**config.mk**
```make
export PLATFORM = sky130hd
export DESIGN_NAME = fetch_sequencer_flat
export DESIGN_NICKNAME = d
export VERILOG_FILES = /design/src/rtl/fetch_if.sv /design/src/rtl/fetch_sequencer.sv /design/src/flat_wrapper.sv
export SDC_FILE = /design/constraint.sdc
export NUM_CORES = 1
export LEC_CHECK = 0
export ABC_CLOCK_PERIOD_IN_PS = 13650
export CELL_PAD_IN_SITES_DETAIL_PLACEMENT = 1
export CELL_PAD_IN_SITES_GLOBAL_PLACEMENT = 1
export CORE_MARGIN = 2
export CORE_UTILIZATION = 45
export CTS_CLUSTER_SIZE = 10
export DETAILED_ROUTE_END_ITERATION = 16
export PLACE_DENSITY_LB_ADDON = 0.1
export SKIP_LAST_GASP = 1
export SYNTH_ARGS = -nofsm -noshare
export SYNTH_HDL_FRONTEND = slang
export SYNTH_SLANG_ARGS = --single-unit
```
**constraint.sdc**
```tcl
create_clock -name clk -period 13.65 [get_ports clk]
set_input_delay 4.095 -clock clk [delete_from_list [all_inputs] [get_ports clk]]
set_output_delay 4.095 -clock clk [all_outputs]
set_load 0.02 [all_outputs]
```
**src/rtl/fetch_if.sv**
```systemverilog
// ----------------------------------------------------------------------------
// fetch_if
// Bundles the signals around the fetch sequencer: the redirect input from the
// branch offset unit, the instruction-memory request/response port and the
// instruction stream toward decode. Two debug outputs expose the sequencer's
// internal state and buffer occupancy.
//
// Handshake semantics (all sampled on the rising clock edge):
//   - imem:  a request transfers when imem_req && imem_gnt. imem_addr is held
//            while imem_req is high and no grant has occurred, unless a redirect
//            is taken. imem_rvalid returns the one outstanding word no earlier
//            than the cycle after the grant.
//   - inst:  the buffer head pops when inst_valid && inst_ready. inst_valid
//            does not depend on inst_ready.
//   - redirect_valid is a single-cycle pulse with redirect_pc as the target.
//
// Modports:
//   slave  - the fetch sequencer side
//   master - the environment side (branch unit, imem, decode)
// ----------------------------------------------------------------------------
interface fetch_if #(
  parameter int AW = 16,
  parameter int DW = 32
);
  logic          redirect_valid;
  logic [AW-1:0] redirect_pc;
  logic          imem_req;
  logic [AW-1:0] imem_addr;
  logic          imem_gnt;
  logic          imem_rvalid;
  logic [DW-1:0] imem_rdata;
  logic          inst_valid;
  logic [DW-1:0] inst_data;
  logic [AW-1:0] inst_pc;
  logic          inst_ready;
  logic          misalign_err;
  logic [1:0]    state_dbg;
  logic [1:0]    count_dbg;

  modport slave (
    input  redirect_valid, redirect_pc, imem_gnt, imem_rvalid, imem_rdata,
           inst_ready,
    output imem_req, imem_addr, inst_valid, inst_data, inst_pc, misalign_err,
           state_dbg, count_dbg
  );

  modport master (
    output redirect_valid, redirect_pc, imem_gnt, imem_rvalid, imem_rdata,
           inst_ready,
    input  imem_req, imem_addr, inst_valid, inst_data, inst_pc, misalign_err,
           state_dbg, count_dbg
  );
endinterface

```
**src/rtl/fetch_sequencer.sv**
```systemverilog
// ----------------------------------------------------------------------------
// fetch_sequencer
// Holds the architectural fetch PC and issues one outstanding request at a time
// to instruction memory. Returned words land in a 2-entry {instruction, pc}
// FIFO toward decode. A redirect flushes the FIFO, drops any stale in-flight
// response and restarts fetch at the target; a non word-aligned target halts
// fetch and raises a sticky error until reset.
//
// Ports:
//   clk  - clock
//   rst  - asynchronous active-high reset
//   bus  - fetch_if.slave: redirect in, imem request/response, decode stream,
//          misalign_err, plus state_dbg/count_dbg debug outputs
// ----------------------------------------------------------------------------
module fetch_sequencer #(
  parameter int INST_MEMORY_ADDRESS_WIDTH = 16,
  parameter int RISC_V_DATA_WIDTH         = 32,
  parameter logic [INST_MEMORY_ADDRESS_WIDTH-1:0] RESET_PC = '0
) (
  input  logic    clk,
  input  logic    rst,
  fetch_if.slave  bus
);
  localparam int AW = INST_MEMORY_ADDRESS_WIDTH;
  localparam int DW = RISC_V_DATA_WIDTH;

  typedef enum logic [1:0] {
    S_REQ   = 2'd0,
    S_RESP  = 2'd1,
    S_DRAIN = 2'd2,
    S_HALT  = 2'd3
  } state_t;

  state_t        state_q, state_d;
  logic [AW-1:0] pc_q, pc_d;
  logic [AW-1:0] req_pc_q;
  logic [1:0]    count_q, count_d;
  logic          req_q, req_d;
  logic          err_q, err_d;
  logic          rd_ptr_q, wr_ptr_q;
  logic [DW-1:0] buf_data_q [2];
  logic [AW-1:0] buf_pc_q [2];

  logic redir;
  logic misaligned;
  logic grant;
  logic push;
  logic pop;
  logic head_valid;

  // HALT always has an empty buffer (it is entered through a flush), but the
  // state term keeps inst_valid low there regardless.
  assign head_valid = (count_q != 2'd0) && (state_q != S_HALT);
  assign grant      = req_q && bus.imem_gnt;

  always_comb begin
    state_d    = state_q;
    pc_d       = pc_q;
    count_d    = count_q;
    err_d      = err_q;
    push       = 1'b0;
    pop        = 1'b0;
    redir      = bus.redirect_valid && (state_q != S_HALT);
    misaligned = (bus.redirect_pc[1:0] != 2'b00);

    if (redir) begin
      // Redirect wins over everything: flush, retarget, and decide whether a
      // response is still owed by memory for a request we no longer want.
      pc_d    = bus.redirect_pc;
      count_d = 2'd0;
      if (misaligned) begin
        err_d   = 1'b1;
        state_d = S_HALT;
      end else begin
        case (state_q)
          S_REQ:   state_d = grant ? S_DRAIN : S_REQ;
          S_RESP:  state_d = bus.imem_rvalid ? S_REQ : S_DRAIN;
          S_DRAIN: state_d = bus.imem_rvalid ? S_REQ : S_DRAIN;
          default: state_d = state_q;
        endcase
      end
    end else begin
      pop = head_valid && bus.inst_ready;
      case (state_q)
        S_REQ: begin
          if (grant) state_d = S_RESP;
        end
        S_RESP: begin
          if (bus.imem_rvalid) begin
            push    = 1'b1;
            pc_d    = pc_q + AW'(4);
            state_d = S_REQ;
          end
        end
        S_DRAIN: begin
          if (bus.imem_rvalid) state_d = S_REQ;
        end
        default: state_d = state_q;
      endcase
      count_d = count_q + {1'b0, push} - {1'b0, pop};
    end

    // The request is registered from the next state so it never asserts
    // while reset is held and only when a buffer slot will be free.
    req_d = (state_d == S_REQ) && (count_d < 2'd2);
  end

  always_ff @(posedge clk or posedge rst) begin
    if (rst) begin
      state_q  <= S_REQ;
      pc_q     <= RESET_PC;
      req_pc_q <= '0;
      count_q  <= 2'd0;
      req_q    <= 1'b0;
      err_q    <= 1'b0;
      rd_ptr_q <= 1'b0;
      wr_ptr_q <= 1'b0;
      for (int i = 0; i < 2; i++) begin
        buf_data_q[i] <= '0;
        buf_pc_q[i]   <= '0;
      end
    end else begin
      state_q <= state_d;
      pc_q    <= pc_d;
      count_q <= count_d;
      req_q   <= req_d;
      err_q   <= err_d;
      if (grant) req_pc_q <= pc_q;
      if (push) begin
        buf_data_q[wr_ptr_q] <= bus.imem_rdata;
        buf_pc_q[wr_ptr_q]   <= req_pc_q;
      end
      if (redir) begin
        rd_ptr_q <= 1'b0;
        wr_ptr_q <= 1'b0;
      end else begin
        if (push) wr_ptr_q <= ~wr_ptr_q;
        if (pop)  rd_ptr_q <= ~rd_ptr_q;
      end
    end
  end

  assign bus.imem_req     = req_q;
  assign bus.imem_addr    = pc_q;
  assign bus.inst_valid   = head_valid;
  assign bus.inst_data    = buf_data_q[rd_ptr_q];
  assign bus.inst_pc      = buf_pc_q[rd_ptr_q];
  assign bus.misalign_err = err_q;
  assign bus.state_dbg    = state_q;
  assign bus.count_dbg    = count_q;
endmodule

```
**src/flat_wrapper.sv**
```systemverilog
// flat-port wrapper written by rule: the top's interface ports become plain ports
module fetch_sequencer_flat 
#(
  parameter int INST_MEMORY_ADDRESS_WIDTH = 16,
  parameter int RISC_V_DATA_WIDTH         = 32,
  parameter logic [INST_MEMORY_ADDRESS_WIDTH-1:0] RESET_PC = '0
)
  (clk, rst, bus_redirect_valid, bus_redirect_pc, bus_imem_gnt, bus_imem_rvalid, bus_imem_rdata, bus_inst_ready, bus_imem_req, bus_imem_addr, bus_inst_valid, bus_inst_data, bus_inst_pc, bus_misalign_err, bus_state_dbg, bus_count_dbg);
  fetch_if #(.AW((16)), .DW((32))) bus_i ();
  input  logic clk;
  input  logic rst;
  input wire logic [$bits(bus_i.redirect_valid)-1:0] bus_redirect_valid;
  input wire logic [$bits(bus_i.redirect_pc)-1:0] bus_redirect_pc;
  input wire logic [$bits(bus_i.imem_gnt)-1:0] bus_imem_gnt;
  input wire logic [$bits(bus_i.imem_rvalid)-1:0] bus_imem_rvalid;
  input wire logic [$bits(bus_i.imem_rdata)-1:0] bus_imem_rdata;
  input wire logic [$bits(bus_i.inst_ready)-1:0] bus_inst_ready;
  output wire logic [$bits(bus_i.imem_req)-1:0] bus_imem_req;
  output wire logic [$bits(bus_i.imem_addr)-1:0] bus_imem_addr;
  output wire logic [$bits(bus_i.inst_valid)-1:0] bus_inst_valid;
  output wire logic [$bits(bus_i.inst_data)-1:0] bus_inst_data;
  output wire logic [$bits(bus_i.inst_pc)-1:0] bus_inst_pc;
  output wire logic [$bits(bus_i.misalign_err)-1:0] bus_misalign_err;
  output wire logic [$bits(bus_i.state_dbg)-1:0] bus_state_dbg;
  output wire logic [$bits(bus_i.count_dbg)-1:0] bus_count_dbg;
  assign bus_i.redirect_valid = bus_redirect_valid;
  assign bus_i.redirect_pc = bus_redirect_pc;
  assign bus_i.imem_gnt = bus_imem_gnt;
  assign bus_i.imem_rvalid = bus_imem_rvalid;
  assign bus_i.imem_rdata = bus_imem_rdata;
  assign bus_i.inst_ready = bus_inst_ready;
  assign bus_imem_req = bus_i.imem_req;
  assign bus_imem_addr = bus_i.imem_addr;
  assign bus_inst_valid = bus_i.inst_valid;
  assign bus_inst_data = bus_i.inst_data;
  assign bus_inst_pc = bus_i.inst_pc;
  assign bus_misalign_err = bus_i.misalign_err;
  assign bus_state_dbg = bus_i.state_dbg;
  assign bus_count_dbg = bus_i.count_dbg;
  fetch_sequencer #(.INST_MEMORY_ADDRESS_WIDTH(INST_MEMORY_ADDRESS_WIDTH), .RISC_V_DATA_WIDTH(RISC_V_DATA_WIDTH), .RESET_PC(RESET_PC)) u_core (.clk(clk), .rst(rst), .bus(bus_i));
endmodule
```
[After elaboration in Yosys (flattened, before gate mapping)]
Cells that the tools add are included.
Operators by class
  add/sub/neg operators: 3
  multiply operators: 0
  div/mod/pow operators: 0
  magnitude comparators: 4
  eq/ne operators: 3
  shift operators: 0
  muxes and demuxes: 33
  bitwise gates (word level): 4
  reduce and logical (&&, ||, !) cells: 17
Operator list (number)
  32-bit 2-to-1 mux: 4
  16-bit 2-to-1 mux: 7
  64-bit bitwise mux: 1
  32-bit bitwise mux: 1
  32-bit demux with 1-bit select: 1
  16-bit by 3-bit adder with 16-bit output, second input constant: 1
  16-bit demux with 1-bit select: 1
  2-bit 2-to-1 mux: 7
  2-bit nonzero test: 6
  1-bit 2-to-1 mux: 9
  2-bit one-hot mux with 2 select lines: 2
  1-bit logical AND: 6
  2-bit >= comparator, second input constant: 2
  2-bit logical NOT: 2
  1-bit inverter with 2-bit output: 2
  2-bit AND reduction: 2
  2-bit by 1-bit adder with 2-bit output: 1
  2-bit by 1-bit == test with 1-bit output, second input constant: 1
  2-bit == test, second input constant: 1
  2-bit by 1-bit less-than comparator with 1-bit output, second input constant: 1
  2-bit less-than comparator, second input constant: 1
  2-bit != test, second input constant: 1
  1-bit inverter: 2
  2-bit OR reduction: 1
  2-bit by 1-bit subtractor with 2-bit output: 1
Word-level totals
  flip-flop bits (word level): 136
  bits in latches: 0
  RAM bits: 0
  ROM bits: 0
  bits of input ports: 54
  output and inout bits: 71
  word-level logic and storage cells: 76
  memories kept: 0

[Longest topological paths before layout]
  depth after elaboration: 8
  mapped depth: 10
  depth with buffers taken out: 10

[Least setup slack after synthesis]
No wires, ideal clock.
  kind: register -> output
  from: register u_core.rd_ptr_q
  to: output port bus_inst_data[12]
  data arrival time: 1.193 ns
  required time: 9.555 ns
  slack: 8.362 ns
  stages on the path, launching flop included: 4
  path buffers: 2
  cell sequence: dfrtp_1 -> buf_2 -> buf_2 -> mux2_2
On the way
  longest elaborated chain between the ends: 4
RTL lines
  start, declared: line fetch_sequencer.sv:40  | logic rd_ptr_q, wr_ptr_q;
  start signal, assigned: line fetch_sequencer.sv:138  | if (pop) rd_ptr_q <= ~rd_ptr_q;
  1-bit inverter with 2-bit output (not written as such): line fetch_sequencer.sv:146  | assign bus.inst_data = buf_data_q[rd_ptr_q];
  32-bit 2-to-1 mux (not written as such) (3 in a row): line fetch_sequencer.sv:146
  end, declared: line flat_wrapper.sv:21  | output wire logic [$bits(bus_i.inst_data)-1:0] bus_inst_data;
Every way passes these cells. The select of a mux whose other input is x is not followed.

[Worst setup path after layout]
  from: register u_core.rd_ptr_q
  to: output port bus_inst_data[15]
Same word-level chain as after synthesis.

==> results by group <==
Setup path
  – Worst path max stage delay: 600 ps
  – Critical Path AT: 2510 ps
  – CP Max Fanout: 34
  – CP Cell Sequence: buf_4, mux2_2, clkdlybuf4s50_1
  – Data required time at the worst endpoint: about 9600 ps
  – Crit. End Element: output port
  – Kind of critical path: flop to output port
  – Crit-path slowest cell: dfrtp_2
  – Worst setup SP type: flop

Finish
  – Diode count: 0
  – Final Cell Area: about 7900 um^2
  – Share of layout cells above drive strength 1: 33.5%
  – # nets final: 619
  – Fillcell total: 1295
  – Area Overhead vs Synth: 30.9%
  – Layout Utilization: between 60% and 70%

Clocking
  – Num CTS Buffers: 17
  – TritonCTS clock tree: built
  – Root Driver: clkbuf_16
  – Clock Latency Late Sink: 410 ps
  – H-tree Lvls: 4
  – Clock sinks: 136
  – CTS clk-pin slew, worst paths: 50 ps
  – CTS resizes: 0
  – Setup Buffers After CTS: 0
  – Hold_buf cts: 0
  – CTS Buffer Depth: 2

Synthesis
  – Post-synth top area share: 56.1%
  – Commonest cells in the netlist: mux2_2, dfrtp_1, nand2_1, mux2_4, xnor2_1
  – Syn Nets: 493
  – Mapped Cells: about 430
  – Yosys reg bits: 136
  – Yosys warnings: 0
  – Post-synth EDFFs: 0
  – Register area share after synthesis: 56.1%
  – Synth cell types: 35
  – Largest area contributor in the netlist: dfrtp_1
  – Avg Synthesized Cell Area: approximately 14 um^2
  – Top cells by area, synth: dfrtp_1, mux2_2, mux2_4, xnor2_1, nand2_1
  – Top-count cell post-synth: mux2_2
  – Fraction of registers with async set/reset: 100%
  – Top_reg_cell synth: dfrtp_1
  – Post-Synthesis Cell Area: 6070 um^2

Job
  – # Max-Cap Violations: 0

STA
  – Headroom to the max-slew limit: about two fifths
  – Skew final: 9.06 ps
  – Post-route setup TNS: 0 ps
  – RSZ-0062 raised after global routing: no
  – Max Fclk: 151 MHz
  – Min cycle time layout: about 6600 ps
  – Least-Margin Pin Slew: approximately 900 ps
  – Final setup vio count: 0
  – Fin. Hold Viols: 0
  – Final cycle utilization of the critical path: 48.4%
  – Max Slew Vio Count: 0
  – Setup slack after layout: between 7000 and 8000 ps

Global routing
  – Met2 GRT Util: 33.5%
  – Global-route wire length before repair: 22800 um
  – GR peak layer: met2
  – Initial antenna violation count: 0
  – GRT Residual Overflow: 0
  – Gr usage total: 20.5%
  – Met3 GRT Util: about 5.2%
  – GRT met1 Usage: between 20% and 30%
  – Vias in the first global route: 4389
  – Pin count of the biggest net entering global routing: 74

Die
  – Num ports: 125
  – Starting Density: ~46%
  – Core area: 13200 um^2
  – FP Rows: 42
  – Die Ht: 120 um
  – Die Area: approximately 14000 um^2
  – Die width: 120 um

Placed design
  – Detailed Place HPWL: 9140 um
  – I/O Buffers: 124
  – Worst slack at placement: 7270 ps
  – Placed Area: 7450 um^2
  – Gp weighted congestion: 0.814

Drt
  – Drt drc: 0
  – Vias per inst: between 5 and 6
  – Pre-antenna DRT Iters: 4
  – Wire per inst: between 15 and 20 um
  – Detailed Route WL: 14000 um
  – Via count: 3870
  – Initial DRC count: 141
  – Antenna-violating nets left: 0

Min path
  – HP Class: flop to flop

Pwr
  – Leakage power: 3.53 nW
  – Worst VDD drop: about 0.10 mV
  – Power Density: about 240 nW/um^2
  – Pwr Total: 0.00194 W

Outcome
  – Status: completed
[layer usage]
layer / vias to the layer above / routed length, um / part of all wire, %
met4: 0 / 122 / 0.87
met1: 1980 / 6240 / 45
met5: - / 0 / 0
li1: 1770 / - / -
met2: 109 / 6990 / 50
met3: 11 / 614 / 4.4
[cell usage in the layout, fill, tap and decap left out, types with 2 or more instances in the layout]
cell             synthesis  routed
xor2_1                   3       3
dfrtp_1                136     135
o21ai_0                 12      12
nand4_1                  2       2
nand3_1                  4       4
nand2_1                 23      23
clkinv_2                 0       5
mux2_4                  20      20
xnor2_1                 14      14
clkdlybuf4s50_1          0     124
buf_4                    4       4
a21oi_1                  5       5
ha_1                     6       6
inv_1                   11      10
nor3_1                   5       5
clkbuf_1                 6       7
nor2_1                  13      13
mux2_2                 137     137
and2_1                   3       3
clkbuf_16                0      17
o22ai_1                  2       2
nor4_1                   3       3
[worst max-delay path: cells and delay by family (launching register included)]
| family | cells | cell delay (ps) |
|---|---|---|
| buffers and inverters | 2 | 1090 |
| DFF | 1 | 600 |
| muxes | 1 | 400 |
[logic make-up after synthesis]
kind of cell / after synthesis / share of synthesized area [%]
AOI/OAI and AO/OA: 25 / 2.41
xor gates and xnor gates: 17 / 2.45
adders and majority gates: 6 / 1.24
buffers and inverters: 32 / 2.62
DFF: 136 / 56.1
muxes: 158 / 30.5
and+or+nand+nor: 59 / 4.64
[worst paths after layout]
kind,from,endpoint,slack (ps),cells past startpoint
max,u_core.rd_ptr_q$_DFFE_PP0P_,bus_inst_data[15],7050,3
min,u_core.buf_data_q[47]$_DFFE_PP0P_,u_core.buf_data_q[47]$_DFFE_PP0P_,500,1
max reg2reg,u_core.bus.state_dbg[0]$_DFF_PP0_,u_core.buf_data_q[31]$_DFFE_PP0P_,11020,5
min reg2reg,u_core.buf_data_q[47]$_DFFE_PP0P_,u_core.buf_data_q[47]$_DFFE_PP0P_,500,1
max in group asynchronous,rst,u_core.rd_ptr_q$_DFFE_PP0P_,8150,3
min in group asynchronous,rst,u_core.buf_data_q[3]$_DFFE_PP0P_,4190,2
[report_power, final]
| part | internal (W) | total [W] | switching (W) |
|---|---|---|---|
| combinational | 0.000467 | 0.000843 | 0.000376 |
| clock | 0.000233 | 0.000389 | 0.000156 |
| sequential | 0.000580 | 0.000711 | 0.000131 |
[flip-flops by register name, indices dropped and copies added, names as in the netlist]
| signal | flops |
|---|---|
| u_core.bus.misalign_err | 1 |
| u_core.bus.state_dbg | 2 |
| u_core.req_pc_q | 16 |
| u_core.wr_ptr_q | 1 |
| u_core.bus.imem_req | 1 |
| u_core.buf_data_q | 64 |
| u_core.buf_pc_q | 32 |
| u_core.bus.imem_addr | 16 |
| u_core.rd_ptr_q | 1 |
| u_core.bus.count_dbg | 2 |
[through the flow]
| stage | cells | hold WS, ps |
|---|---|---|
| 2_1_floorplan | 433 | 462 |
| 3_3_place_gp | 716 | 473 |
| 3_5_place_dp | 716 | 489 |
| 4_1_cts | 746 | 500 |
| 5_1_grt | 746 | 514 |
| 6_report | 746 | 499 |
[final cells by class]
class,instances,area (um^2),share of cell area [%]
sequential,136,3400,42.9
timing repair buffer,128,1270,16.0
inverter,11,46.3,0.583
clock buffer,25,465,5.86
tap,176,220,2.77
multi-input combinational,265,2510,31.6
clock inverter,5,25.0,0.315
(Power assumes the default switching activity.)
==> RTL change (same flow settings) <==
Make the reset (`rst`) synchronous in one clocked block. Comments in the files are not updated.
--- a/src/rtl/fetch_sequencer.sv
+++ b/src/rtl/fetch_sequencer.sv
@@ -106,5 +106,5 @@
   end
 
-  always_ff @(posedge clk or posedge rst) begin
+  always_ff @(posedge clk) begin
     if (rst) begin
       state_q  <= S_REQ;
Function: differs if rst is asserted again (counterexample within 4 cycles, from zero or initial values and one cycle with rst high); with rst held inactive, the same outputs for 4 cycles.
==> RTL change against the original RTL <==
Sequential cell count increased by 1. Cell count increased by 5.9%. Final area is 0.77% higher. Non-clock buffer count is 3 higher. Routed wire length rose by 1.5%. Area after synthesis down 1.9%. Sequential share of layout area grew 3.4 points. Register-to-register slack lost 0.29 ns. Setup slack better by 0.26 ns. Worst hold slack got worse by 0.029 ns.
Power is not compared: it rests on default switching activity, and its combinational part moved more than twofold at a synthesized area within 25%.
==> RTL change: results (changes against the original RTL) <==
----------------------------------------------------
[Finish]
  Area occupied by registers ... 3705 sq um (was 3405 sq um)
  Sequential cell count ... 137 (was 136)
  Number of non-clock inverters in the layout ... 10 (was 11)
  Final-layout clock buffer total ... 21 (was 25)
  Final #Nets ... 661 (was 619)
  Non-clock buffer count ... 131 (was 128)
  Portion of the layout cell area used by non-clock buffers ... 16.16% (was 16.00%)
  #MultiIn Comb ... 304 (was 265)

[Yosys]
  Share of flip-flops with an asynchronous set or reset after synthesis ... 0% (was 100.0%)
  Commonest cells post-synth ... 100 x sky130_fd_sc_hd__and2_1, 96 x sky130_fd_sc_hd__edfxtp_1, 48 x sky130_fd_sc_hd__mux2_2 (was 137 x sky130_fd_sc_hd__mux2_2, 136 x sky130_fd_sc_hd__dfrtp_1, 23 x sky130_fd_sc_hd__nand2_1)
  Adder-cell share of the synthesized area ... 1.262% (was 1.237%)
  Count of flip-flops with a built-in enable after synthesis ... 96 (was 0)
  Sequential element share of the synthesized area ... 62.25% (was 56.09%)
  Multiplexer share of the synthesized area ... 9.085% (was 30.54%)
  Cell types with the largest area share after synthesis ... sky130_fd_sc_hd__edfxtp_1 48%, sky130_fd_sc_hd__dfxtp_1 14%, sky130_fd_sc_hd__and2_1 11% (was sky130_fd_sc_hd__dfrtp_1 56%, sky130_fd_sc_hd__mux2_2 25%, sky130_fd_sc_hd__mux2_4 4.9%)
  Number of distinct library cells after synthesis ... 36 (was 35)
  Xor and xnor fraction of the mapped netlist area ... 2.061% (was 2.454%)
  Fraction of the mapped netlist area in compound gates ... 4.437% (was 2.413%)

[STA]
  WHS ... 0.4702 ns (was 0.4987 ns)

[Critical path]
  Worst r2r src ... u_core.bus.state_dbg[0]$_SDFF_PP0_ (was u_core.bus.state_dbg[0]$_DFF_PP0_)
  Crit-path max FO ... 48 (was 34)
  R2r worst-path depth ... 7 (was 5)
  Setup slack, reg-to-reg ... 10.73 ns (was 11.02 ns)
  Critical register-to-register path endpoint ... u_core.buf_pc_q[1][14]$_SDFFCE_PN0P_ (was u_core.buf_data_q[31]$_DFFE_PP0P_)

[GRT]
  Gr usage total ... 21.20% (was 20.49%)
  Vias in the first global route ... 4,515 (was 4,389)
  Global-route wire length before repair ... 23,270 microns (was 22,790 microns)

[Placement]
  Final weighted congestion in routability-driven placement ... 0.8250 (was 0.8136)
  Worst-case setup slack after placement ... 6.870 ns (was 7.275 ns)

[Worst hold path]
  Hold Path Cell Cnt ... 2 (was 1)

[Routing]
  Mean routed wirelength per cell ... 17.93 microns (was 18.71 microns)

[Outcome]
  Result of the run ... completed (unchanged)

----------------------------------------------------
RTL change: changes by cell type in the layout (fill, tap and decap cells not counted), moves of 7 or more:
cell,delta
sky130_fd_sc_hd__nand2_1,+20
sky130_fd_sc_hd__o21ai_0,-8
sky130_fd_sc_hd__mux2_2,-89
sky130_fd_sc_hd__a211oi_1,+9
sky130_fd_sc_hd__clkbuf_1,-7
sky130_fd_sc_hd__a21oi_1,+13
sky130_fd_sc_hd__edfxtp_1,+96
sky130_fd_sc_hd__and2_1,+97
sky130_fd_sc_hd__mux2_4,-20
sky130_fd_sc_hd__dfxtp_1,+40
sky130_fd_sc_hd__dfrtp_1,-135
sky130_fd_sc_hd__nor2_1,+8
RTL change: cells by family (layout without fill, tap and decap cells):
| family | after synthesis | after routing |
|---|---|---|
| xor+xnor | 14 | 14 |
| simple gates | 195 | 195 |
| compound gates | 41 | 41 |
| fa+ha+maj | 6 | 6 |
| mux | 48 | 48 |
| flops | 137 | 137 |
| buf+inv | 36 | 173 |
RTL change: critical path, cell delays in order (launching register included):
cell and delay, ns:
sky130_fd_sc_hd__dfxtp_2 0.31, sky130_fd_sc_hd__buf_4 0.53, sky130_fd_sc_hd__mux2_2 0.41, sky130_fd_sc_hd__clkdlybuf4s50_1 0.58
RTL change: power groups by stage:
stage	combinational (W)	clock [W]	sequential (W)
CTS	0.000101	0.000481	0.000474
global placement	0.0000980	0	0.000481
global route	0.000108	0.000497	0.000476
finish	0.000100	0.000473	0.000474
floorplan	0.0000429	0	0.000485
detailed placement	0.000100	0	0.000482
RTL change: stage by stage:
step | util (%) | power, W | cells | instance area [sq um]
5_1_grt | 61.18 | 0.001081 | 790 | 8005
3_3_place_gp | 56.40 | 0.0005791 | 758 | 7380
6_report | 61.18 | 0.001047 | 790 | 8005
4_1_cts | 61.18 | 0.001056 | 790 | 8005
3_5_place_dp | 56.40 | 0.0005830 | 758 | 7380
2_1_floorplan | - | 0.0005276 | 477 | 5949
RTL change: how the worst max path moves through the flow:
stage | slack, ns | to | from
3_3_place_gp | 6.96 | u_core.buf_data_q[1][19]$_SDFFCE_PN0P_ | rst
3_5_place_dp | 6.87 | u_core.buf_data_q[1][29]$_SDFFCE_PN0P_ | rst
4_1_cts | 7.26 | bus_inst_pc[2] | flop
5_1_grt | 7.16 | u_core.buf_data_q[1][29]$_SDFFCE_PN0P_ | rst
6_report | 7.30 | bus_inst_pc[5] | flop
2_1_floorplan | 5.28 | u_core.buf_data_q[0][0]$_SDFFCE_PN0P_ | bus_redirect_valid
RTL change: layer usage:
layer | GRT usage [%] | vias to the layer above | wire length, microns
met1 | 26.38 | 2031 | 6202
met2 | 35.45 | 104 | 7197
li1 | - | 1924 | -
met4 | 9.003 | 0 | 186
met5 | 0 | - | 0
met3 | 4.933 | 13 | 576
